<file path="config.mk">
export PLATFORM = sky130hd
export DESIGN_NAME = mem_bus_arbiter
export DESIGN_NICKNAME = d
export VERILOG_FILES = /design/src/rtl/mem_bus_arbiter.sv
export SDC_FILE = /design/constraint.sdc
export NUM_CORES = 1
export LEC_CHECK = 0
export BUFFER_PORTS_ARGS = -buffer_cell sky130_fd_sc_hd__buf_2
export CORE_AREA = 4 4 120 122
export DETAILED_ROUTE_END_ITERATION = 7
export DIE_AREA = 0 0 124 126
export HOLD_SLACK_MARGIN = 0.12
export PLACE_DENSITY_LB_ADDON = 0.08
export SLEW_MARGIN = 20
export SYNTH_ARGS = -nofsm -noshare
export SYNTH_HDL_FRONTEND = slang
export SYNTH_SLANG_ARGS = --single-unit
</file>
<file path="constraint.sdc">
create_clock -name clk -period 1.8 [get_ports clk]
set_input_delay 0.36 -clock clk [delete_from_list [all_inputs] [get_ports clk]]
set_output_delay 0.36 -clock clk [all_outputs]
set_load 0.01 [all_outputs]
</file>
<file path="src/rtl/mem_bus_arbiter.sv">
// rtl/mem_bus_arbiter.sv - two-master arbiter in front of a single memory bus slave
// Fair alternation when ARB_ROUND_ROBIN_EN is defined, fixed master-0 priority otherwise.
module mem_bus_arbiter #(
  parameter int ADDR_W = 32,
  parameter int DATA_W = 32
) (
  input  logic                clk,
  input  logic                reset,
  input  logic [ADDR_W-1:0]   m0_address,
  input  logic                m0_read,
  input  logic                m0_write,
  input  logic [DATA_W-1:0]   m0_writedata,
  input  logic [DATA_W/8-1:0] m0_byteenable,
  output logic                m0_waitrequest,
  output logic [DATA_W-1:0]   m0_readdata,
  input  logic [ADDR_W-1:0]   m1_address,
  input  logic                m1_read,
  input  logic                m1_write,
  input  logic [DATA_W-1:0]   m1_writedata,
  input  logic [DATA_W/8-1:0] m1_byteenable,
  output logic                m1_waitrequest,
  output logic [DATA_W-1:0]   m1_readdata,
  output logic [ADDR_W-1:0]   s_address,
  output logic                s_read,
  output logic                s_write,
  output logic [DATA_W-1:0]   s_writedata,
  output logic [DATA_W/8-1:0] s_byteenable,
  input  logic                s_waitrequest,
  input  logic [DATA_W-1:0]   s_readdata,
  output logic [1:0]          grant
);

  typedef enum logic [2:0] {IDLE, OWN0, OWN1, RD0, RD1} state_t;

  state_t state, state_nxt;
  state_t rearb0, rearb1, idle_pick;
  logic   req0, req1;

  assign req0 = m0_read | m0_write;
  assign req1 = m1_read | m1_write;

  assign m0_readdata = s_readdata;
  assign m1_readdata = s_readdata;

  always_ff @(posedge clk or negedge reset) begin
    if (!reset) state <= IDLE;
    else        state <= state_nxt;
  end

`ifdef ARB_ROUND_ROBIN_EN
  // Reset to master 1 so that master 0 wins the first tie out of reset.
  logic last_owner;

  always_ff @(posedge clk or negedge reset) begin
    if (!reset)                                       last_owner <= 1'b1;
    else if (state == OWN0 && req0 && !s_waitrequest) last_owner <= 1'b0;
    else if (state == OWN1 && req1 && !s_waitrequest) last_owner <= 1'b1;
  end

  always_comb begin
    rearb0    = req1 ? OWN1 : (req0 ? OWN0 : IDLE);
    rearb1    = req0 ? OWN0 : (req1 ? OWN1 : IDLE);
    idle_pick = (req0 && req1) ? (last_owner ? OWN0 : OWN1)
                               : (req0 ? OWN0 : (req1 ? OWN1 : IDLE));
  end
`else
  always_comb begin
    rearb0    = req0 ? OWN0 : (req1 ? OWN1 : IDLE);
    rearb1    = rearb0;
    idle_pick = rearb0;
  end
`endif

  always_comb begin
    state_nxt      = state;
    grant          = 2'b00;
    s_address      = '0;
    s_read         = 1'b0;
    s_write        = 1'b0;
    s_writedata    = '0;
    s_byteenable   = '0;
    m0_waitrequest = 1'b1;
    m1_waitrequest = 1'b1;
    case (state)
      IDLE: state_nxt = idle_pick;
      OWN0: begin
        grant          = 2'b01;
        s_address      = m0_address;
        s_writedata    = m0_writedata;
        s_byteenable   = m0_byteenable;
        s_write        = m0_write;
        s_read         = m0_read & ~m0_write;
        m0_waitrequest = s_waitrequest;
        if (req0 && !s_waitrequest) state_nxt = m0_write ? rearb0 : RD0;
        else if (!req0)             state_nxt = rearb0;
      end
      OWN1: begin
        grant          = 2'b10;
        s_address      = m1_address;
        s_writedata    = m1_writedata;
        s_byteenable   = m1_byteenable;
        s_write        = m1_write;
        s_read         = m1_read & ~m1_write;
        m1_waitrequest = s_waitrequest;
        if (req1 && !s_waitrequest) state_nxt = m1_write ? rearb1 : RD1;
        else if (!req1)             state_nxt = rearb1;
      end
      // Ownership is kept through the data-return cycle so the right master samples it.
      RD0: begin
        grant     = 2'b01;
        state_nxt = rearb0;
      end
      RD1: begin
        grant     = 2'b10;
        state_nxt = rearb1;
      end
      default: state_nxt = IDLE;
    endcase
  end

endmodule

</file>
-- Word level (Yosys, flattened, before mapping)
Cells that the tools add are included.
- reductions and logical operators: 8
- equality and inequality tests: 6
- bitwise logic cells: 6
- muxes and demuxes: 17
- operators with widths (cell ; count):
    case mux 32 bit (2 select lines) ; 2
    2-to-1 mux 3 bit ; 5
    case mux 3 bit (3 select lines) ; 1
    case mux 4 bit (2 select lines) ; 1
    == test 3 x 2 -> 1 bit, second input constant ; 2
    2-to-1 mux 2 bit ; 3
    inequality test 3 bit, second input constant ; 2
    case mux 1 bit (2 select lines) ; 2
    case mux 2 bit (2 select lines) ; 1
    OR reduction 2 bit ; 2
    == test 3 x 1 -> 1 bit, second input constant ; 1
    == test 3 bit, second input constant ; 1
    zero test 3 bit ; 1
    OR reduction 3 bit ; 1
    AND 1 bit ; 2
    logical AND 1 bit ; 2
    2-to-1 mux 1 bit ; 2
    inverter 1 bit ; 2
    OR 1 bit ; 2
    AND reduction 2 bit ; 1
    zero test 1 bit ; 1
- bits in registers: 3
- input port bits: 175
- output and inout port bits: 138
- word-level logic and storage cells: 38

-- Depth between registers and ports, before layout
Gate-level depths: netlist (run 1).
- word-level depth: 6
- gate-level depth with buffers: 6
- gate-level depth less buffers: 3

-- Least setup slack after synthesis (run 1)
Ideal clock, no wire load.
- path kind: register to output
- start point: register state[2]
- end point: output s_address[10]
- path buffers: 2
- data required time: 1.440 ns
- path slack: 0.183 ns
- data arrival time: 1.257 ns
- cell stages (with the launch flop): 5
- cells stage by stage: dfrtp_1 -> buf_4 -> nor3b_4 -> buf_6 -> a22o_1
- word-level cells in the longest chain between the ends: 2
- elaborated cells between the ends (all ways): 3
- those cells by class: 2 x eq/ne; 1 x mux
- RTL lines (item ; RTL line ; text):
    start: declaration ; 35 ; state_t state, state_nxt;
    start signal: assignment ; 47 ; else state <= state_nxt;
    == test 3 x 2 -> 1 bit / == test 3 x 1 -> 1 bit (equally long branches) ; 84 ; case (state)
    case mux 32 bit (2 select lines) (*) ; 84 ;
    end: declaration ; 23 ; output logic [ADDR_W-1:0] s_address,
Every way passes the cells marked *; elsewhere a longest branch is shown, timed or not.

-- Worst setup path after layout (run 1)
- start point: register state[2]
- end point: output s_writedata[6]
- word-level cells in the longest chain between the ends: 2
- elaborated cells between the ends (all ways): 3
- those cells by class: 2 x eq/ne; 1 x mux
- RTL lines (item ; RTL line ; text):
    == test 3 x 2 -> 1 bit / == test 3 x 1 -> 1 bit (equally long branches) ; 84 ;
    case mux 32 bit (2 select lines) (*) ; 84 ;
    end: declaration ; 26 ; output logic [DATA_W-1:0] s_writedata,
Marked as above.

==> flow_summary.toml, run 1 <==
[outcome]
status = "finished, violations left"
violations = "negative setup slack"

[finish]
stdcell_area_sq_um = 2700
drive_gt1_share_pct = 72.3
nets = 519
fin_util_pct = 20.5
final_common_cell = "buf_2"
n_antenna_cell = 0
final_cell_mix = "buf_2 (211), a22o_1 (69), buf_6 (7)"
top_register = "state"
largest_register_ffs = 3
area_growth_syn_to_layout_pct = 77.4
fillerInstances = 1470
largest_registers = "state x3"

[route]
wl_um = 8460
via_count = 1997
drt-initial-drc-count = 26
antenna_left = 0
via_per_inst = 3.85
drc_errors = 0
wire_per_inst_um = 16.3
first_pass_iters = 4

[sta]
fin_crit_ns = 1.93
whs_ns = 0.455
rsz0062_at_grt = "true"
setup_slack_ns = -0.131
max_slew_margin_pct = 84.3
setup_violations = 70
clock_skew_ns = 0.00223
worstMarginPinSlew_ns = 0.235
fin_crit_sh_pct = 107
maxSlewViolCount = 0
max_freq_ghz = 0.518
hold_violations = 0

[clock_tree]
clock_latency_ns = 0.22
clk_pin_slew_ns = 0.03
clock_path_buffers = 2
cts_sinks = 3
cts_buffers = 3
root_buffer = "clkbuf_16"
cts_tree = "built"
htreeDepth = 1

[placed_design]
postPlaceCellArea_sq_um = 2300
portBuffers = 216
post-place-ws_ns = 0.0426
dp_hpwl_um = 6040
gp_congestion = 0.740

[synthesis]
syn_nets = 359
syn_avg_cell_area_sq_um = 8.26
ys_warn_count = 0
synthCells = 184
synthTopCellsByArea = "a22o_1 (40%), buf_4 (33%), buf_6 (5.9%)"
yosysTopAreaCellShare_pct = 39.8
synth.distinct_cells = 26
yosys.area.top_type = "a22o_1"
ys_seq_area_share_pct = 4.94
synth-seq-cells = 3
syn_area_sq_um = 1520

[global_routing]
grt_use_met2_pct = 18.9
grt_max_degree = 20
grt_usage_pct = 9.08
grt_use_met1_pct = 8.83
use_met3_pct = 0.852
grt_overflow_total = 0
grt_busiest_layer = "met2"
antenna_found_initial = 0
grt_pass1_vias = 1990
grt_pass1_wl_um = 10900

[setup_path]
critPathKind = "register to output pin"
startpoint_type = "register"
end_kind = "output pin"
cp-startpoint = "state[2]"
r2r_start = "state[0]"
required_ns = 1.44
arrival_ns = 1.57
critPathMaxFanout = 19

[floorplan]
start_util_pct = 11.5
die-height_um = 126
ios = 313
coreArea_sq_um = 13200
die_area_sq_um = 15600
die_w_um = 124
rows = 42

[power]
max-vdd-ir-drop_uv = 220
power_density_nw_per_um2 = 586
p_leak_nw = 1.48
p_total_mw = 1.58

[hold_path]
worstHoldPathType = "primary input to register"
min-delay-start = "m0_read"

[flow_run]
cap_violations = 0
power breakdown:
group	internal, mW	total (mW)	switching (mW)	leakage [nW]
clock	0.292	0.350	0.0580	0.0382
sequential	0.0742	0.0836	0.00940	0.0346
combinational	0.631	1.15	0.515	1.41
cells by family (layout without fill, tap and decap cells):
group	count (synthesis)	in the layout	share of synthesized area, %
muxes	2	2	1.65
xor gates and xnor gates	1	1	0.576
buffers and inverters	84	243	41.6
and+or+nand+nor	16	16	6.91
AOI/OAI and AO/OA	78	78	44.3
DFF	3	3	4.94
metrics by stage:
step                cells  setup TNS (ns)
floorplan             184               0
global placement      501               0
detailed placement    501               0
CTS                   516           -6.09
global route          519           -9.84
finish                519           -5.00
worst max-delay path, cell delays in order (launching register included):
cell and delay, ns:
dfrtp_2 0.45, nor3b_4 0.23, buf_4 0.19, buf_12 0.16, a22o_1 0.17, buf_2 0.14
cell usage after synthesis, drive strengths merged:
master and n:
o221ai 1, inv 2, xnor2 1, o21bai 2
dfrtp 3, o21a 1, buf 82, nor2b 1
mux2 1, a211oi 1, nand2 2, a22o 69
mux2i 1, a22oi 1, nor2 5, or2 1
nor3b 2, o31ai 1, nand3b 1, a221o 1
nand2b 3, nor4b 1, a21oi 1
metal layers:
layer | vias to the layer above | wire length, um
li1 | 956 | -
met1 | 888 | 2870
met2 | 129 | 4540
met3 | 24 | 854
met4 | 0 | 197
met5 | - | 0
worst paths after layout:
kind	endpoint	slack, ns	cells past startpoint
setup / recovery	s_writedata[6]	-0.13	5
hold reg to reg	state[0]	0.78	3
max in group asynchronous	state[1]	1.21	2
hold / removal	state[0]	0.46	3
min in group asynchronous	state[0]	0.47	2
setup reg to reg	state[1]	0.30	4
cell type report:
type	instances	area, sq um	share of cell area [%]
Multi-Input combinational cell	97	846	31.4
Inverter	2	7.51	0.278
Timing Repair Buffer	237	1470	54.4
Tap cell	176	220	8.16
Clock buffer	4	78.8	2.92
Sequential cell	3	77.6	2.88
what timing repair did:
item,4_1_cts,5_1_grt
hold buffers,1,0
gates resized for setup,19,4
pin swaps,2,13
buffers inserted,5,2
endpoints found under the hold margin,3,0
endpoints found under the setup margin,72,72
cloned,5,3
(Power assumes the default switching activity.)
==> run 2, diff against run 1 <==
Settings changed: ABC_AREA set to 1, CORE_AREA 4 4 120 122 to 4 4 118 120, DIE_AREA 0 0 124 126 to 0 0 122 124.
==> run 2 against run 1 <==
The flow still finishes with violations (negative setup slack); synthesized cell count up 4.3%; global-route usage up 0.42 points; sequential power rose by 4.2%; register-to-register slack improved by 0.21 ns; clock power is 2% higher; critical path type unchanged; largest cell class unchanged; largest power group unchanged; highest routed layer unchanged.
==> flow_summary.toml, run 2 <==
[outcome]
status = "finished, violations left"
violations = "negative setup slack"

[synthesis]
async_flop_share_pct = 100
syn_avg_cell_area_sq_um = 7.64
synth_ff_type = "dfrtp_1"
synth-edff-count = 0
yosysTopAreaCellShare_pct = 40.6
syn_nets = 367
syn_area_sq_um = 1470
ys_warn_count = 0
synthTopCellsByArea = "a22o_1 (41%), buf_4 (39%), dfrtp_1 (5.1%)"
ys_top_cells_by_count = "buf_4 (77), a22o_1 (68), nand2_1 (13)"
ys_seq_area_share_pct = 5.12
synth-seq-cells = 3
yosys.area.top_type = "a22o_1"
yosysMostFrequentCell = "buf_4"
synth.distinct_cells = 18
synthCells = 192

[sta]
worstMarginPinSlew_ns = 0.251
max_slew_margin_pct = 83.1
max_freq_ghz = 0.538
setup_slack_ns = -0.0573
maxSlewViolCount = 0
fin_crit_sh_pct = 103
rsz0062_at_grt = "true"
setup_violations = 35
clock_skew_ns = 0.00191
fin_crit_ns = 1.86
hold_violations = 0

[power]
p_sw_share_pct = 41.1
combPwrFrac_pct = 75.1
p_leak_nw = 1.45
max-vdd-ir-drop_uv = 581
p_int_mw = 1.05
power_density_nw_per_um2 = 685
power_switching_uw = 730
clockPowerShare_pct = 20.0
p_total_mw = 1.78
pwr-share-seq_pct = 4.9

[route]
via_per_inst = 3.76
drc_errors = 0
first_pass_iters = 4
drt-initial-drc-count = 54
wl_um = 8780
via_count = 1983
wire_per_inst_um = 16.7
antenna_left = 0

[finish]
fin_util_pct = 20.0
regArea_sq_um = 76.3
fillerInstances = 1514
final_cell_mix = "buf_2 (207), a22o_1 (68), nand2_1 (12)"
largest_registers = "state x3"
stdcell_area_sq_um = 2600
nets = 527
n_antenna_cell = 0
largest_register_ffs = 3
top_register = "state"
drive_gt1_share_pct = 70.1
instances_no_fill = 527
final_common_cell = "buf_2"
multi_input_area_sq_um = 785
area_growth_syn_to_layout_pct = 76.9

[setup_path]
end_kind = "output pin"
r2r_cells = 8
critPathMaxFanout = 11
arrival_ns = 1.50
critPathKind = "register to output pin"
required_ns = 1.44
startpoint_type = "register"

[clock_tree]
cts_sinks = 3
root_buffer = "clkbuf_16"
clock_path_buffers = 2
clock_latency_ns = 0.23
clk_pin_slew_ns = 0.03
cts_tree = "built"
htreeDepth = 1
cts_buffers = 3

[floorplan]
die_w_um = 122
rows = 42
coreArea_sq_um = 13000
start_util_pct = 11.3
ios = 313
die_area_sq_um = 15100
die-height_um = 124

[hold_path]
worstHoldPathType = "primary input to register"
hold_depth = 2

[global_routing]
grt_overflow_total = 0
grt_max_degree = 30
grt_use_met1_pct = 9.25
grt_pass1_wl_um = 11100
grt_pass1_vias = 2006
grt_usage_pct = 9.49
use_met3_pct = 3.32
grt_use_met2_pct = 19.3
grt_busiest_layer = "met2"
antenna_found_initial = 0

[placed_design]
postPlaceCellArea_sq_um = 2260
dp_cells = 510
portBuffers = 216
post-place-ws_ns = 0.101
gp_congestion = 0.687
dp_hpwl_um = 6570

[flow_run]
cap_violations = 0
-- run 2: per-layer routing --
metal,share of wire [%],vias to the layer above
met5,0,-
met4,0.36,0
met3,12,5
met2,54,125
met1,34,887
li1,-,966
-- run 2: layout make-up --
class / instances / share of cell area (%)
multi-input combinational: 102 / 30.2
inverter: 9 / 1.78
tap: 176 / 8.48
timing repair buffer: 233 / 53.5
clock buffer: 4 / 3.04
sequential: 3 / 2.94
-- run 2: repair_timing --
item	CTS	global route
buffers inserted	8	2
pin swaps	6	7
hold buffers	1	0
resized for setup	13	9
setup endpoints to repair	70	72
hold endpoints to repair	3	0
cloned	3	2
-- run 2: power groups by stage --
stage / clock [mW] / sequential, mW / combinational, mW
2_1_floorplan: 0 / 0.0846 / 0.807
3_3_place_gp: 0 / 0.0868 / 1.21
3_5_place_dp: 0 / 0.0852 / 1.20
4_1_cts: 0.360 / 0.0862 / 1.37
5_1_grt: 0.368 / 0.0885 / 1.44
6_report: 0.356 / 0.0871 / 1.33
-- run 2: logic make-up (layout without fill, tap and decap cells) --
kind of cell           count (synthesis)  in the layout  share of synthesized area, %
AO/OA/AOI/OAI                         72             72                          42.1
buffers and inverters                 87            246                          42.6
flip-flops                             3              3                          5.11
AND/OR/NAND/NOR                       30             30                          10.1
-- run 2: path summary, 6_finish.rpt --
kind / from / end / slack, ns
setup / recovery: state[1] / s_writedata[31] / -0.06
hold / removal: m1_write / state[2] / 0.37
setup reg to reg: state[1] / state[1] / 0.51
hold reg to reg: state[2] / state[1] / 0.75
max in group asynchronous: reset / state[0] / 1.22
min in group asynchronous: reset / state[1] / 0.46
-- run 2: critical path: stages (launching register included) --
cell and delay (ns):
dfrtp_1 0.40, inv_2 0.10, nor2_4 0.05, nand2_4 0.09, clkinv_8 0.09, buf_12 0.15, a22o_1 0.23, buf_2 0.15
-- run 2: stage by stage --
step / setup TNS [ns] / hold slack (ns)
after floorplan: 0 / 0.0644
after global placement: 0 / 0.161
after detailed placement: 0 / 0.161
after CTS: -3.31 / 0.358
after global routing: -4.71 / 0.385
final: -0.490 / 0.367
==> run 3, diff against run 2 <==
Settings changed: CTS_BUF_LIST set to sky130_fd_sc_hd__clkbuf_8.
==> run 3 against run 2 <==
The run still ends with negative setup slack left; via count increased by 0.61%; cell count up 0.38%; routed wire length rose by 3.9%; maximum frequency increased by 0.87%; non-clock buffer count rose by 2; first-iteration DRC count is 9.3% lower; highest routed layer is now met3.
==> flow_summary.toml, run 3 (same netlist as run 2, synthesis figures left out) <==
[sta]
setup_slack_ns = -0.0412
max_slew_margin_pct = 85.8
hold_violations = 0
clock_skew_ns = 0.00193
fin_crit_ns = 1.84
setup_violations = 53
fin_crit_sh_pct = 102
rsz0062_at_grt = "true"
maxSlewViolCount = 0
max_freq_ghz = 0.543
whs_ns = 0.381
worstMarginPinSlew_ns = 0.211

[global_routing]
antenna_found_initial = 0
grt_pass1_wl_um = 11000
grt_max_degree = 30
grt_usage_pct = 9.36
grt_pass1_vias = 1993
grt_overflow_total = 0

[route]
antenna_left = 0
wire_per_inst_um = 17.2
via_count = 1995
drc_errors = 0
first_pass_iters = 4
via_per_inst = 3.77
wl_um = 9120
drt-initial-drc-count = 49

[setup_path]
path_cells = "nand2_2 > nor2_4 > buf_12 > buf_16 > a22o_1 > buf_2"
slowest_stage = "dfrtp_1"
cp.buffers_inverters = 3
end_kind = "output pin"
required_ns = 1.44
path_delay_family = "buffers and inverters"
critPathKind = "register to output pin"
slowest_delay_ns = 0.41
startpoint_type = "register"
critPathMaxFanout = 11
arrival_ns = 1.48

[placed_design]
dp_hpwl_um = 6570
gp_congestion = 0.687
post-place-ws_ns = 0.101
portBuffers = 216

[clock_tree]
cts_buffers = 3
root_buffer = "clkbuf_8"
clk_pin_slew_ns = 0.03
clock_latency_ns = 0.21
cts_tree = "built"
clock_path_buffers = 2
cts_sinks = 3
htreeDepth = 1

[floorplan]
coreArea_sq_um = 13000
start_util_pct = 11.3
die_area_sq_um = 15100
rows = 42
ios = 313
die-height_um = 124
die_w_um = 122

[outcome]
violations = "negative setup slack"
status = "finished, violations left"

[power]
p_total_mw = 1.72
power_density_nw_per_um2 = 658
p_leak_nw = 1.47
max-vdd-ir-drop_uv = 454

[finish]
fin_util_pct = 20.2
area_growth_syn_to_layout_pct = 78.3
n_antenna_cell = 0
top_register = "state"
largest_registers = "state x3"
drive_gt1_share_pct = 70.3
largest_register_ffs = 3
final_common_cell = "buf_2"
final_cell_mix = "buf_2 (208), a22o_1 (68), nand2_1 (11)"
nets = 529
fillerInstances = 1504

[flow_run]
cap_violations = 0

[hold_path]
worstHoldPathType = "primary input to register"
run 3: changes by cell type in the layout (fill, tap and decap cells not counted), sizes merged:
cell / change
buf: +1
inv: +1
run 3: repair_timing:
action | CTS | global route
gates cloned | 3 | 4
gates resized for setup | 11 | 11
pin swaps | 5 | 9
endpoints found under the setup margin | 70 | 72
setup buffers | 8 | 2
hold endpoints to repair | 3 | 0
hold buffers | 1 | 0
run 3: per-stage QoR:
step,cells,setup TNS [ns],cell area (sq um)
5_1_grt,529,-5.26,2620
6_report,529,-0.644,2620
2_1_floorplan,192,0,1470
3_3_place_gp,510,0,2260
4_1_cts,526,-2.71,2530
3_5_place_dp,510,0,2260
run 3: where the power goes:
group / internal [mW] / switching (mW) / leakage, nW / total, mW
logic: 0.757 / 0.696 / 1.41 / 1.45
registers: 0.0753 / 0.00952 / 0.0379 / 0.0849
clock network: 0.145 / 0.0406 / 0.0269 / 0.185
total: 0.977 / 0.746 / 1.47 / 1.72
run 3: path summary, 6_finish.rpt:
check	startpoint	endpoint	slack, ns	depth (start not counted)
max in group asynchronous	reset	state[2]	1.22	2
max	state[0]	s_writedata[31]	-0.04	6
max reg2reg	state[2]	state[1]	0.47	9
min reg2reg	state[2]	state[1]	0.77	5
min in group asynchronous	reset	state[1]	0.47	2
min	m1_write	state[2]	0.38	2
run 3: area by class of cell:
cell class | count | area (sq um) | share of cell area (%)
clock buffer | 3 | 41.3 | 1.58
timing repair buffer | 235 | 1450 | 55.3
clock inverter | 1 | 3.75 | 0.143
inverter | 9 | 46.3 | 1.77
tap | 176 | 220 | 8.42
multi-input combinational | 102 | 782 | 29.9
sequential | 3 | 75.1 | 2.87
run 3: worst register-to-register path, cell delays in order (launching register included):
cell     delay [ns]
dfrtp_1        0.37
inv_2          0.07
nand2_2        0.07
nor2_4         0.11
buf_12         0.16
buf_16         0.18
nand3_1        0.08
nand2_1        0.08
nand3_1        0.07
nand2_1        0.08
run 3: per-layer routing:
layer / routed length (um) / track usage [%] / share of wire (%)
met1: 3260 / 9.27 / 36
met2: 4840 / 19.2 / 53
met3: 1020 / 3.32 / 11
met4: 0 / 0.770 / 0
met5: 0 / 0 / 0
